--- config.mk ---
export PLATFORM = sky130hd
export DESIGN_NAME = ao_wkup_ctrl_flat
export DESIGN_NICKNAME = d
export VERILOG_FILES = /design/src/rtl/ao_wkup_ctrl_if.sv /design/src/rtl/ao_wkup_ctrl.sv /design/src/flat_wrapper.sv
export SDC_FILE = /design/constraint.sdc
export NUM_CORES = 1
export LEC_CHECK = 0
export ABC_AREA = 1
export BUFFER_PORTS_ARGS = -buffer_cell sky130_fd_sc_hd__buf_2
export CAP_MARGIN = 20
export CORE_MARGIN = 3
export CORE_UTILIZATION = 23
export DETAILED_ROUTE_END_ITERATION = 10
export RECOVER_POWER = 100
export REMOVE_ABC_BUFFERS = 1
export SLEW_MARGIN = 20
export SYNTH_ARGS = -nofsm -noshare
export SYNTH_HDL_FRONTEND = slang
export SYNTH_SLANG_ARGS = --single-unit
--- constraint.sdc ---
create_clock -name pclk -period 3 [get_ports pclk]
set_input_delay 0.45 -clock pclk [delete_from_list [all_inputs] [get_ports pclk]]
set_output_delay 0.45 -clock pclk [all_outputs]
set_load 0.05 [all_outputs]
--- src/rtl/ao_wkup_ctrl_if.sv ---
// APB3 bus bundle for the always-on wakeup controller.
interface ao_wkup_ctrl_if #(
  parameter int unsigned PAW = 12
);
  logic           psel;
  logic           penable;
  logic           pwrite;
  logic [PAW-1:0] paddr;
  logic [31:0]    pwdata;
  logic [31:0]    prdata;
  logic           pready;
  logic           pslverr;

  modport master (
    output psel, penable, pwrite, paddr, pwdata,
    input  prdata, pready, pslverr
  );

  modport slave (
    input  psel, penable, pwrite, paddr, pwdata,
    output prdata, pready, pslverr
  );
endinterface

--- src/rtl/ao_wkup_ctrl.sv ---
// Always-on wakeup sequencer: captures wake-source edges into sticky pending
// bits and runs a four-phase request/acknowledge with the power controller.
module ao_wkup_ctrl #(
  parameter int unsigned NSRC = 4,
  parameter int unsigned SYNC = 2,
  parameter int unsigned PAW  = 12
) (
  input  logic            pclk,
  input  logic            presetn,
  ao_wkup_ctrl_if.slave   apb,
  input  logic [NSRC-1:0] src_i,
  input  logic            pwr_ack_i,
  output logic            pwr_req_o,
  output logic            sleep_o,
  output logic            irq_o
);

  localparam int unsigned HW = 16;

  localparam logic [2:0] A_CTRL   = 3'd0;
  localparam logic [2:0] A_EN     = 3'd1;
  localparam logic [2:0] A_PEND   = 3'd2;
  localparam logic [2:0] A_STATUS = 3'd3;
  localparam logic [2:0] A_HOLD   = 3'd4;

  typedef enum logic [2:0] {
    ST_IDLE    = 3'd0,
    ST_ARMED   = 3'd1,
    ST_HOLD    = 3'd2,
    ST_REQ     = 3'd3,
    ST_RELEASE = 3'd4
  } state_e;

  state_e          state_q, state_d;
  logic [HW-1:0]   cnt_q, cnt_d;
  logic [HW-1:0]   holdoff_q;
  logic [NSRC-1:0] en_q, pend_q, src_prev_q;
  logic [NSRC-1:0] src_sync, rise_c, w1c_c;
  logic [PAW-1:0]  addr_c;
  logic [2:0]      idx_c;
  logic            access_c, wr_c, mapped_c, wr_ctrl_c;
  logic [31:0]     rdata_c;
  logic            unused_ok;

  // APB decode; only address bits [4:2] select a register
  assign addr_c    = apb.paddr;
  assign idx_c     = addr_c[4:2];
  assign access_c  = apb.psel & apb.penable;
  assign wr_c      = access_c & apb.pwrite;
  assign mapped_c  = (idx_c <= A_HOLD);
  assign wr_ctrl_c = wr_c && (idx_c == A_CTRL);
  assign unused_ok = ^{addr_c, apb.pwdata};

  assign apb.pready  = 1'b1;
  assign apb.pslverr = access_c & ~mapped_c;
  assign apb.prdata  = rdata_c;

  // Source synchronizer chain (bypassed when sources are already pclk-domain)
  if (SYNC == 0) begin : g_nosync
    assign src_sync = src_i;
  end else begin : g_sync
    logic [NSRC-1:0] sync_q [SYNC];
    // Shift src_i through SYNC flops
    always_ff @(posedge pclk or negedge presetn) begin
      if (!presetn) begin
        for (int k = 0; k < int'(SYNC); k++) sync_q[k] <= '0;
      end else begin
        sync_q[0] <= src_i;
        for (int k = 1; k < int'(SYNC); k++) sync_q[k] <= sync_q[k-1];
      end
    end
    assign src_sync = sync_q[SYNC-1];
  end

  // Rising edges set pending bits; a same-cycle set beats the W1C clear
  assign rise_c = src_sync & ~src_prev_q;
  assign w1c_c  = (wr_c && (idx_c == A_PEND)) ? apb.pwdata[NSRC-1:0] : '0;

  // Read mux over registered state
  always_comb begin
    rdata_c = '0;
    case (idx_c)
      A_CTRL:   rdata_c[0] = sleep_o;
      A_EN:     rdata_c[NSRC-1:0] = en_q;
      A_PEND:   rdata_c[NSRC-1:0] = pend_q;
      A_STATUS: begin
        rdata_c[2:0]      = state_q;
        rdata_c[8 +: NSRC] = src_sync;
      end
      A_HOLD:   rdata_c[HW-1:0] = holdoff_q;
      default:  rdata_c = '0;
    endcase
  end

  // Configuration, pending capture, edge history and interrupt
  always_ff @(posedge pclk or negedge presetn) begin
    if (!presetn) begin
      en_q       <= '0;
      holdoff_q  <= '0;
      pend_q     <= '0;
      src_prev_q <= '0;
      irq_o      <= 1'b0;
    end else begin
      if (wr_c && (idx_c == A_EN))   en_q      <= apb.pwdata[NSRC-1:0];
      if (wr_c && (idx_c == A_HOLD)) holdoff_q <= apb.pwdata[HW-1:0];
      pend_q     <= (pend_q & ~w1c_c) | rise_c;
      src_prev_q <= src_sync;
      irq_o      <= |(pend_q & en_q);
    end
  end

  // Next-state and hold-off counter logic
  always_comb begin
    state_d = state_q;
    cnt_d   = cnt_q;
    case (state_q)
      ST_IDLE: begin
        if (wr_ctrl_c && apb.pwdata[0]) state_d = ST_ARMED;
      end
      ST_ARMED: begin
        if (wr_ctrl_c && !apb.pwdata[0]) begin
          state_d = ST_IDLE;
        end else if (|(pend_q & en_q)) begin
          state_d = ST_HOLD;
          cnt_d   = holdoff_q;
        end
      end
      ST_HOLD: begin
        if (cnt_q == '0) state_d = ST_REQ;
        else             cnt_d   = cnt_q - HW'(1);
      end
      ST_REQ: begin
        if (pwr_ack_i) state_d = ST_RELEASE;
      end
      ST_RELEASE: begin
        if (!pwr_ack_i) state_d = ST_IDLE;
      end
      default: state_d = ST_IDLE;
    endcase
  end

  // State register with state-decoded output flops
  always_ff @(posedge pclk or negedge presetn) begin
    if (!presetn) begin
      state_q   <= ST_IDLE;
      cnt_q     <= '0;
      sleep_o   <= 1'b0;
      pwr_req_o <= 1'b0;
    end else begin
      state_q   <= state_d;
      cnt_q     <= cnt_d;
      sleep_o   <= (state_d == ST_ARMED) || (state_d == ST_HOLD);
      pwr_req_o <= (state_d == ST_REQ);
    end
  end

endmodule
--- src/flat_wrapper.sv ---
// flat-port wrapper written by rule: the top's interface ports become plain ports
module ao_wkup_ctrl_flat 
#(
  parameter int unsigned NSRC = 4,
  parameter int unsigned SYNC = 2,
  parameter int unsigned PAW  = 12
)
  (pclk, presetn, src_i, pwr_ack_i, pwr_req_o, sleep_o, irq_o, apb_psel, apb_penable, apb_pwrite, apb_paddr, apb_pwdata, apb_prdata, apb_pready, apb_pslverr);
  ao_wkup_ctrl_if #(.PAW(PAW)) apb_i ();
  input  logic pclk;
  input  logic presetn;
  input  logic [NSRC-1:0] src_i;
  input  logic pwr_ack_i;
  output logic pwr_req_o;
  output logic sleep_o;
  output logic irq_o;
  input wire logic [$bits(apb_i.psel)-1:0] apb_psel;
  input wire logic [$bits(apb_i.penable)-1:0] apb_penable;
  input wire logic [$bits(apb_i.pwrite)-1:0] apb_pwrite;
  input wire logic [$bits(apb_i.paddr)-1:0] apb_paddr;
  input wire logic [$bits(apb_i.pwdata)-1:0] apb_pwdata;
  output wire logic [$bits(apb_i.prdata)-1:0] apb_prdata;
  output wire logic [$bits(apb_i.pready)-1:0] apb_pready;
  output wire logic [$bits(apb_i.pslverr)-1:0] apb_pslverr;
  assign apb_i.psel = apb_psel;
  assign apb_i.penable = apb_penable;
  assign apb_i.pwrite = apb_pwrite;
  assign apb_i.paddr = apb_paddr;
  assign apb_i.pwdata = apb_pwdata;
  assign apb_prdata = apb_i.prdata;
  assign apb_pready = apb_i.pready;
  assign apb_pslverr = apb_i.pslverr;
  ao_wkup_ctrl #(.NSRC(NSRC), .SYNC(SYNC), .PAW(PAW)) u_core (.pclk(pclk), .presetn(presetn), .apb(apb_i), .src_i(src_i), .pwr_ack_i(pwr_ack_i), .pwr_req_o(pwr_req_o), .sleep_o(sleep_o), .irq_o(irq_o));
endmodule
# Word-level counts from Yosys, hierarchy flattened
# Index checks and enable logic that the tools add are counted.
# classes
addsub,1
multipliers,0
div,0
n_lt_le_gt_ge,1
n_eq_ne,14
shifts,0
n_mux,18
n_bitwise,10
n_reduce_logical,14
# op_table
operator,count
16-bit 2-to-1 mux,3
16-bit one-hot mux with 2 select lines,1
"3-bit by 2-bit equality test with 1-bit output, second input constant",6
3-bit 2-to-1 mux,6
16-bit logical NOT,1
"16-bit by 1-bit subtractor with 16-bit output, second input constant",1
3-bit one-hot mux with 5 select lines,1
4-bit AND,3
4-bit 2-to-1 mux,3
"3-bit by 1-bit equality test with 1-bit output, second input constant",3
4-bit inverter,2
2-bit one-hot mux with 4 select lines,1
4-bit one-hot mux with 2 select lines,1
"3-bit equality test, second input constant",2
1-bit logical AND,6
3-bit logical NOT,2
1-bit one-hot mux with 5 select lines,1
"2-bit inequality test, second input constant",2
4-bit OR,1
4-bit AND reduction,1
4-bit OR reduction,1
1-bit AND,3
"3-bit <= comparator, second input constant",1
1-bit one-hot mux with 3 select lines,1
5 further kinds,5
# totals
register_bits,58
latch_bits,0
ramBits,0
rom_bits,0
in_bits,54
out_inout_bits,37
wordCells,69
n_memories,0

# Longest topological paths before layout
# Gate-level depths: netlist (run 1).
# depth
depth_word,8
mapped_depth,10
mapped_depth_nobuf,10

# Least setup slack after synthesis (run 1)
# OpenSTA, ideal clock, no wires.
# synth_timing
path_type,input -> output
start,in apb_paddr[4]
end,out apb_prdata[10]
arrival_ps,1784
required_ps,2550
path_slack_ps,766
stages,3
n_path_buf,0
path_cell_list,inv_2 nand3_1 o21ai_0
# synth_between
elab_chain_cells,2
elab_cells_between_ends,3
cone_classes,eq/ne (2); mux (1)
# synth_lines
element,line_no,rtl
from (decl),flat_wrapper.sv:20,input wire logic [$bits(apb_i.paddr)-1:0] apb_paddr;
3-bit equality test or 3-bit by 2-bit equality test with 1-bit output (tied branches),ao_wkup_ctrl.sv:82,case (idx_c)
4-bit one-hot mux with 2 select lines (*),ao_wkup_ctrl.sv:82,
to (decl),flat_wrapper.sv:22,output wire logic [$bits(apb_i.prdata)-1:0] apb_prdata;
# Every way passes the cells marked *; elsewhere a longest branch is shown, timed or not.

# Final worst setup path (run 1)
# layout_timing
start,in apb_paddr[2]
end,out apb_prdata[10]
# Same word-level chain as after synthesis.

==> results of run 1 <==
through the flow:
step | cells | total power (uW) | utilization
3_5_place_dp | 631 | 2220 | 0.262
6_report | 647 | 3310 | 0.281
3_3_place_gp | 631 | 2190 | 0.262
2_1_floorplan | 402 | 1930 | -
4_1_cts | 647 | 3390 | 0.287
5_1_grt | 647 | 3570 | 0.281
report_power, final:
part / internal [uW] / leakage (uW) / switching (uW)
Sequential: 961 / 0.000684 / 158
Clock: 772 / 0.000163 / 369
Combinational: 312 / 0.00105 / 739
worst max path at each step:
stage                 startpoint              to  depth (start not counted)
CTS                 apb_paddr[3]   apb_prdata[0]                          9
detailed placement  apb_paddr[3]   apb_prdata[0]                          9
global route        apb_paddr[3]   apb_prdata[3]                          7
floorplan           apb_paddr[4]  apb_prdata[10]                          3
finish              apb_paddr[2]  apb_prdata[10]                          7
global placement    apb_paddr[3]   apb_prdata[0]                          9
synth_stat cells (2+ instances only):
cell / instances
a21oi_1: 12
buf_4: 20
buf_6: 4
conb_1: 2
dfrtp_1: 58
inv_1: 45
inv_2: 3
mux2_1: 3
nand2_1: 128
nand2_2: 2
nand3_1: 35
nand3_2: 2
nor2_1: 44
nor2_2: 3
nor2_4: 3
nor3_2: 2
o2111ai_1: 2
o21ai_0: 27
o21ai_1: 4
o21ai_2: 5
logic make-up after synthesis:
family	count (synthesis)	synth area share
other cells	2	0.00240
simple gates	221	0.301
compound gates	53	0.0950
flops	58	0.463
mux	3	0.0108
buf+inv	75	0.124
fa+ha+maj	1	0.00399
worst max-delay path: cells and delay by family:
kind | cells | cell delay [ps]
buffers and inverters | 3 | 860
and+or+nand+nor | 3 | 580
AOI/OAI and AO/OA | 1 | 100
state kept, by name (all words and copies together) (netlist names), 3 cells and up:
| signal | cells |
|---|---|
| u_core.cnt_q | 16 |
| u_core.holdoff_q | 16 |
| u_core.en_q | 4 |
| u_core.g_sync.sync_q | 4 |
| u_core.pend_q | 4 |
| u_core.src_prev_q | 4 |
| u_core.src_sync | 4 |
| u_core.state_q | 3 |
final cells by class:
cell class | instances | area share
Clock buffer | 12 | 0.0686
Clock inverter | 4 | 0.0197
Inverter | 49 | 0.0495
Multi-Input combinational cell | 295 | 0.350
Sequential cell | 58 | 0.388
Tap cell | 176 | 0.0589
Timing Repair Buffer | 53 | 0.0656
layer usage:
layer,GRT usage,part of all wire,vias to the layer above
met5,0,0.0017,-
met2,0.177,0.46,71
met3,0.0378,0.063,14
met4,0.0392,0.018,2
met1,0.143,0.46,1266
li1,-,-,1365
==> qor.yml, run 1 <==
postCtsSetupRepairBufs: 0
routed_via_density: 4.20
die_x_um: 123
finalSetupViolations: 0
holdCritStartpoint: "src_i[2]"
grt_usage: 0.112
cp-end-kind: "output pin"
synthCells: 413
maxSlewViolCount: 34
antenna_found_initial: 1
drt-total-wl_um: 7850
max_slew_margin: -0.298
min_period_ps: 2460
yosysSeqAreaShare: 0.463
dp_worst_setup_slack_ps: 915
drc: 0
synth.area.top_cells: "dfrtp_1, nand2_1, nand3_1"
n_antenna_cell: 0
postCtsResizedCells: 0
min_path_type: "in -> reg"
multi_input_area_um2: 1310
dr.pass1.iters: 5
holdPathStages: 1
cts_tree: "yes"
place.gp.congestion: 0.827
cp_cell_sequence: "buf_2 -> nor2_1 -> nand2_4 -> clkinvlp_2 -> nand2_1 -> o21ai_0 -> clkbuf_1"
cap_violations: 1
rsz0062_at_grt: "false"
cts_root_buffer: "clkbuf_16"
initial_core_util: 0.236
status: "finished with violations"
grt_pass1_vias: 2639
violations: "max-capacitance violations, max-slew violations"
clock_latency_ps: 330
cts-hold-fix-buffers: 0
netlist_area_um2: 3130
yosysWarnings: 0
cts.reportedPaths.clkPinSlew_ps: 50
areaGrowthSynthToFinish_pct: 19.4
cts_max_level: 3
reg2reg_from: "u_core.cnt_q[0]"
synthFlopType: "dfrtp_1"
clock_skew_ps: 8.73
cp_slowest_cell: "clkbuf_1"
clkSinkCount: 58
arrival_ps: 2010
r2r_setup_slack_ps: 720
r2r-end: "u_core.cnt_q[14]"
tns_ps: 0
core_um2: 13300
synth_edf_count: 0
die-area_um2: 15100
worst_slack_ps: 542
fmax_ghz: 0.407
final_cell_mix: "nand2_1, dfrtp_1, inv_1, nor2_1, nand3_1"
fin_crit_sh: 0.819
hold_ws_ps: 222
grt_max_degree: 34
fill_cells: 1464
path_class: "in -> out"
tightest_slew_ps: 1950
final-hold-violation-count: 0
leakagePower_uw: 0.00189
synth_cell_types: 29
ant_nets: 0
yosys_register_bits: 58
critPathMaxFanout: 10
cts_buffer_depth: 2
dr_total_vias: 2718
placedInstanceArea_um2: 3480
irDropWorstVdd_uv: 355
grt_pass1_wl_um: 12900
min_to: "u_core.g_sync.sync_q[6]"
cts_buffers: 9
synth_top_area_frac: 0.463
synth-async-reset-ratio: 1.00
final_common_cell: "nand2_1"
wire_per_inst_um: 12.1
synth_top_area_cell: "dfrtp_1"
seq_area_um2: 1450
power_density_nw_per_um2: 885
io_pins: 91
dp_hpwl_um: 5690
io_buffer_count: 48
worstPathRequired_ps: 2550
reg2reg_depth: 8
cpPeakStageDelay_ps: 490
row_count: 42
final_nets: 521
syn_avg_cell_area_um2: 7.59
drive_gt1_frac: 0.123
stdcell_area_um2: 3740
start_kind: "primary input"
drtIter0Drc: 154
die_h_um: 123
grt_overflow: 0
(Power assumes the default switching activity.)
==> run 2, diff against run 1 <==
--- a/config.mk
+++ b/config.mk
@@ -5,7 +5,7 @@
 export SDC_FILE = /design/constraint.sdc
 export NUM_CORES = 1
 export LEC_CHECK = 0
-export ABC_AREA = 1
+export ABC_AREA = 0
 export BUFFER_PORTS_ARGS = -buffer_cell sky130_fd_sc_hd__buf_2
 export CAP_MARGIN = 20
 export CORE_MARGIN = 3
==> constraint.sdc (replaced) <==
create_clock -name pclk -period 2.3 [get_ports pclk]
set_input_delay 0.345 -clock pclk [delete_from_list [all_inputs] [get_ports pclk]]
set_output_delay 0.345 -clock pclk [all_outputs]
set_load 0.05 [all_outputs]
==> run 2 against run 1 <==
The run now ends clean. Via count fell by 13%. Global-route usage increased by 0.087 points. Non-clock buffer count rose by 16. Die area fell by 3.5%. Critical endpoint unchanged. Largest power group is now sequential cells.
==> qor.yml, run 2 <==
synth-async-reset-ratio: 1.00  # unchanged
holdPathStages: 1  # unchanged
drtIter0Drc: 156  # was 154
clock_latency_ps: 330  # about the same
place.gp.congestion: 0.904  # was 0.827
hold_ws_ps: 124  # was 222 ps
yosysWarnings: 0  # unchanged
leakagePower_uw: 0.00167  # was 0.00189 uW
grt_overflow: 0  # unchanged
row_count: 41  # was 42
drt-total-wl_um: 7780  # was 7850 um
min_path_type: "in -> reg"  # unchanged
synthFlopType: "dfrtp_1"  # unchanged
initial_core_util: 0.237  # was 0.236
synthMostInstantiatedCell: "dfrtp_1"  # was nand2_1
power_density_nw_per_um2: 985  # was 885 nW/um^2
cts.reportedPaths.clkPinSlew_ps: 50  # about the same
synth_cell_types: 55  # was 29
die_x_um: 121  # was 123 um
cts_tree: "yes"  # unchanged
fin_util: 0.294  # was 0.281
postCtsSetupRepairBufs: 0  # unchanged
r2r-end: "u_core.cnt_q[8]"  # was u_core.cnt_q[14]
clock_skew_ps: 6.11  # was 8.73 ps
critPathMaxFanout: 15  # was 10
worstPathRequired_ps: 1960  # was 2550 ps
ant_nets: 0  # unchanged
yosysSeqAreaShare: 0.481  # was 0.463
fill_cells: 1327  # was 1464
postCtsResizedCells: 0  # unchanged
grt_usage: 0.113  # was 0.112
cts_root_buffer: "clkbuf_16"  # unchanged
r2r_setup_slack_ps: 200  # was 720 ps
final_common_cell: "dfrtp_1"  # was nand2_1
wire_per_inst_um: 14.9  # was 12.1 um
io_buffer_count: 48  # unchanged
antenna_found_initial: 0  # was 1
cts_buffer_depth: 2  # unchanged
rsz0062_at_grt: "false"  # unchanged
holdCritStartpoint: "src_i[2]"  # unchanged
synth_top_area_frac: 0.481  # was 0.463
n_antenna_cell: 0  # unchanged
clkSinkCount: 58  # unchanged
fmax_ghz: 0.462
synth.area.top_cells: "dfrtp_1, mux2_2, buf_4"  # was dfrtp_1, nand2_1, nand3_1
grt_pass1_wl_um: 12800  # was 12900 um
synthCells: 280  # was 413
synth_edf_count: 0  # unchanged
min_period_ps: 2170
final_nets: 399  # was 521
routed_via_density: 4.56  # was 4.20
cts_buffers: 9  # unchanged
areaGrowthSynthToFinish_pct: 23.8  # was 19.4%
tightest_slew_ps: 1250  # was 1950 ps
grt_max_degree: 37  # was 34
arrival_ps: 1820  # was 2010 ps
drc: 0  # unchanged
drive_gt1_frac: 0.292  # was 0.123
grt_pass1_vias: 2451  # was 2639
final-hold-violation-count: 0  # unchanged
status: "completed"  # was finished with violations
maxSlewViolCount: 0  # was 34
die-area_um2: 14500  # was 15100 um^2
core_um2: 12700  # was 13300 um^2
cts_max_level: 3  # unchanged
max_slew_margin: 0.168  # was -0.298
synthTopCellsByCount: "dfrtp_1, mux2_2, buf_4"  # was nand2_1, dfrtp_1, inv_1
finalSetupViolations: 0  # unchanged
dp_hpwl_um: 5920  # was 5690 um
cap_violations: 0  # was 1
reg2reg_from: "u_core.cnt_q[0]"  # unchanged
yosys_register_bits: 58  # unchanged
reg2reg_depth: 9  # was 8
cts-hold-fix-buffers: 0  # unchanged
dr_total_vias: 2377  # was 2718
dr.pass1.iters: 4  # was 5
final_cell_mix: "dfrtp_1, buf_2, mux2_2"  # was nand2_1, dfrtp_1, inv_1, nor2_1, nand3_1
start_kind: "primary input"  # unchanged
min_to: "u_core.g_sync.sync_q[6]"  # unchanged
io_pins: 91  # unchanged
synth_top_area_cell: "dfrtp_1"  # unchanged
die_h_um: 121  # was 123 um
tns_ps: 0  # unchanged
netlist_area_um2: 3020  # was 3130 um^2
reg_top3: "u_core.cnt_q x16, u_core.holdoff_q x16"  # unchanged
path_class: "in -> out"  # unchanged
syn_avg_cell_area_um2: 10.8  # was 7.59 um^2
irDropWorstVdd_uv: 427  # was 355 uV
cp-end-kind: "output pin"  # unchanged
fin_crit_sh: 0.942
-- run 2: metal layers --
metal	wire (um)	track usage	vias to the layer above
met2	3720	0.179	73
met3	336	0.0276	11
met5	0	0	-
met1	3520	0.144	1158
li1	-	-	1135
met4	200	0.0531	0
-- run 2: how the worst max path moves through the flow --
stage	depth (start not counted)	endpoint	startpoint	slack, ps
detailed placement	8	u_core.cnt_q[14]	apb_paddr[4]	200
CTS	8	u_core.cnt_q[6]	u_core.cnt_q[0]	200
global route	9	u_core.cnt_q[8]	u_core.cnt_q[0]	30
global placement	8	u_core.cnt_q[14]	apb_paddr[4]	220
finish	6	apb_prdata[10]	apb_paddr[4]	130
floorplan	5	u_core.cnt_q[2]	u_core.state_q[0]	50
-- run 2: worst max-delay path, cell delays in order --
cell	delay [ps]
clkbuf_1	150
buf_4	230
nor2b_1	310
and2_0	330
a22o_1	190
clkbuf_2	270
-- run 2: logic make-up after synthesis --
logic type | share of synthesized area
AOI/OAI and AO/OA | 0.176
xor gates and xnor gates | 0.00290
adders and majority gates | 0.00415
buffers and inverters | 0.0850
DFF | 0.481
muxes | 0.0813
other | 0.00249
and+or+nand+nor | 0.167
-- run 2: area by class of cell --
cell class | instances | area [um^2] | area share
Multi-Input combinational cell | 193 | 1360 | 0.364
Inverter | 13 | 48.8 | 0.0131
Sequential cell | 58 | 1450 | 0.388
Clock inverter | 5 | 55.1 | 0.0147
Tap cell | 172 | 215 | 0.0576
Clock buffer | 11 | 233 | 0.0623
Timing Repair Buffer | 69 | 373 | 0.0998
-- run 2: power by group --
part / internal, uW / total (uW) / switching (uW) / leakage (uW)
sequential: 1270 / 1530 / 259 / 0.000699
clock: 833 / 1280 / 447 / 0.000136
combinational: 369 / 876 / 507 / 0.000838
total: 2470 / 3680 / 1210 / 0.00167
-- run 2: metrics by stage --
stage                     setup slack, ps  total power (uW)  instance area (um^2)  cells
after global routing                 29.7              3900                  3740    521
after global placement                217              2410                  3490    505
final                                 133              3680                  3740    521
after CTS                             200              3750                  3780    521
after detailed placement              202              2440                  3490    505
after floorplan                      54.7              2120                  2870    264
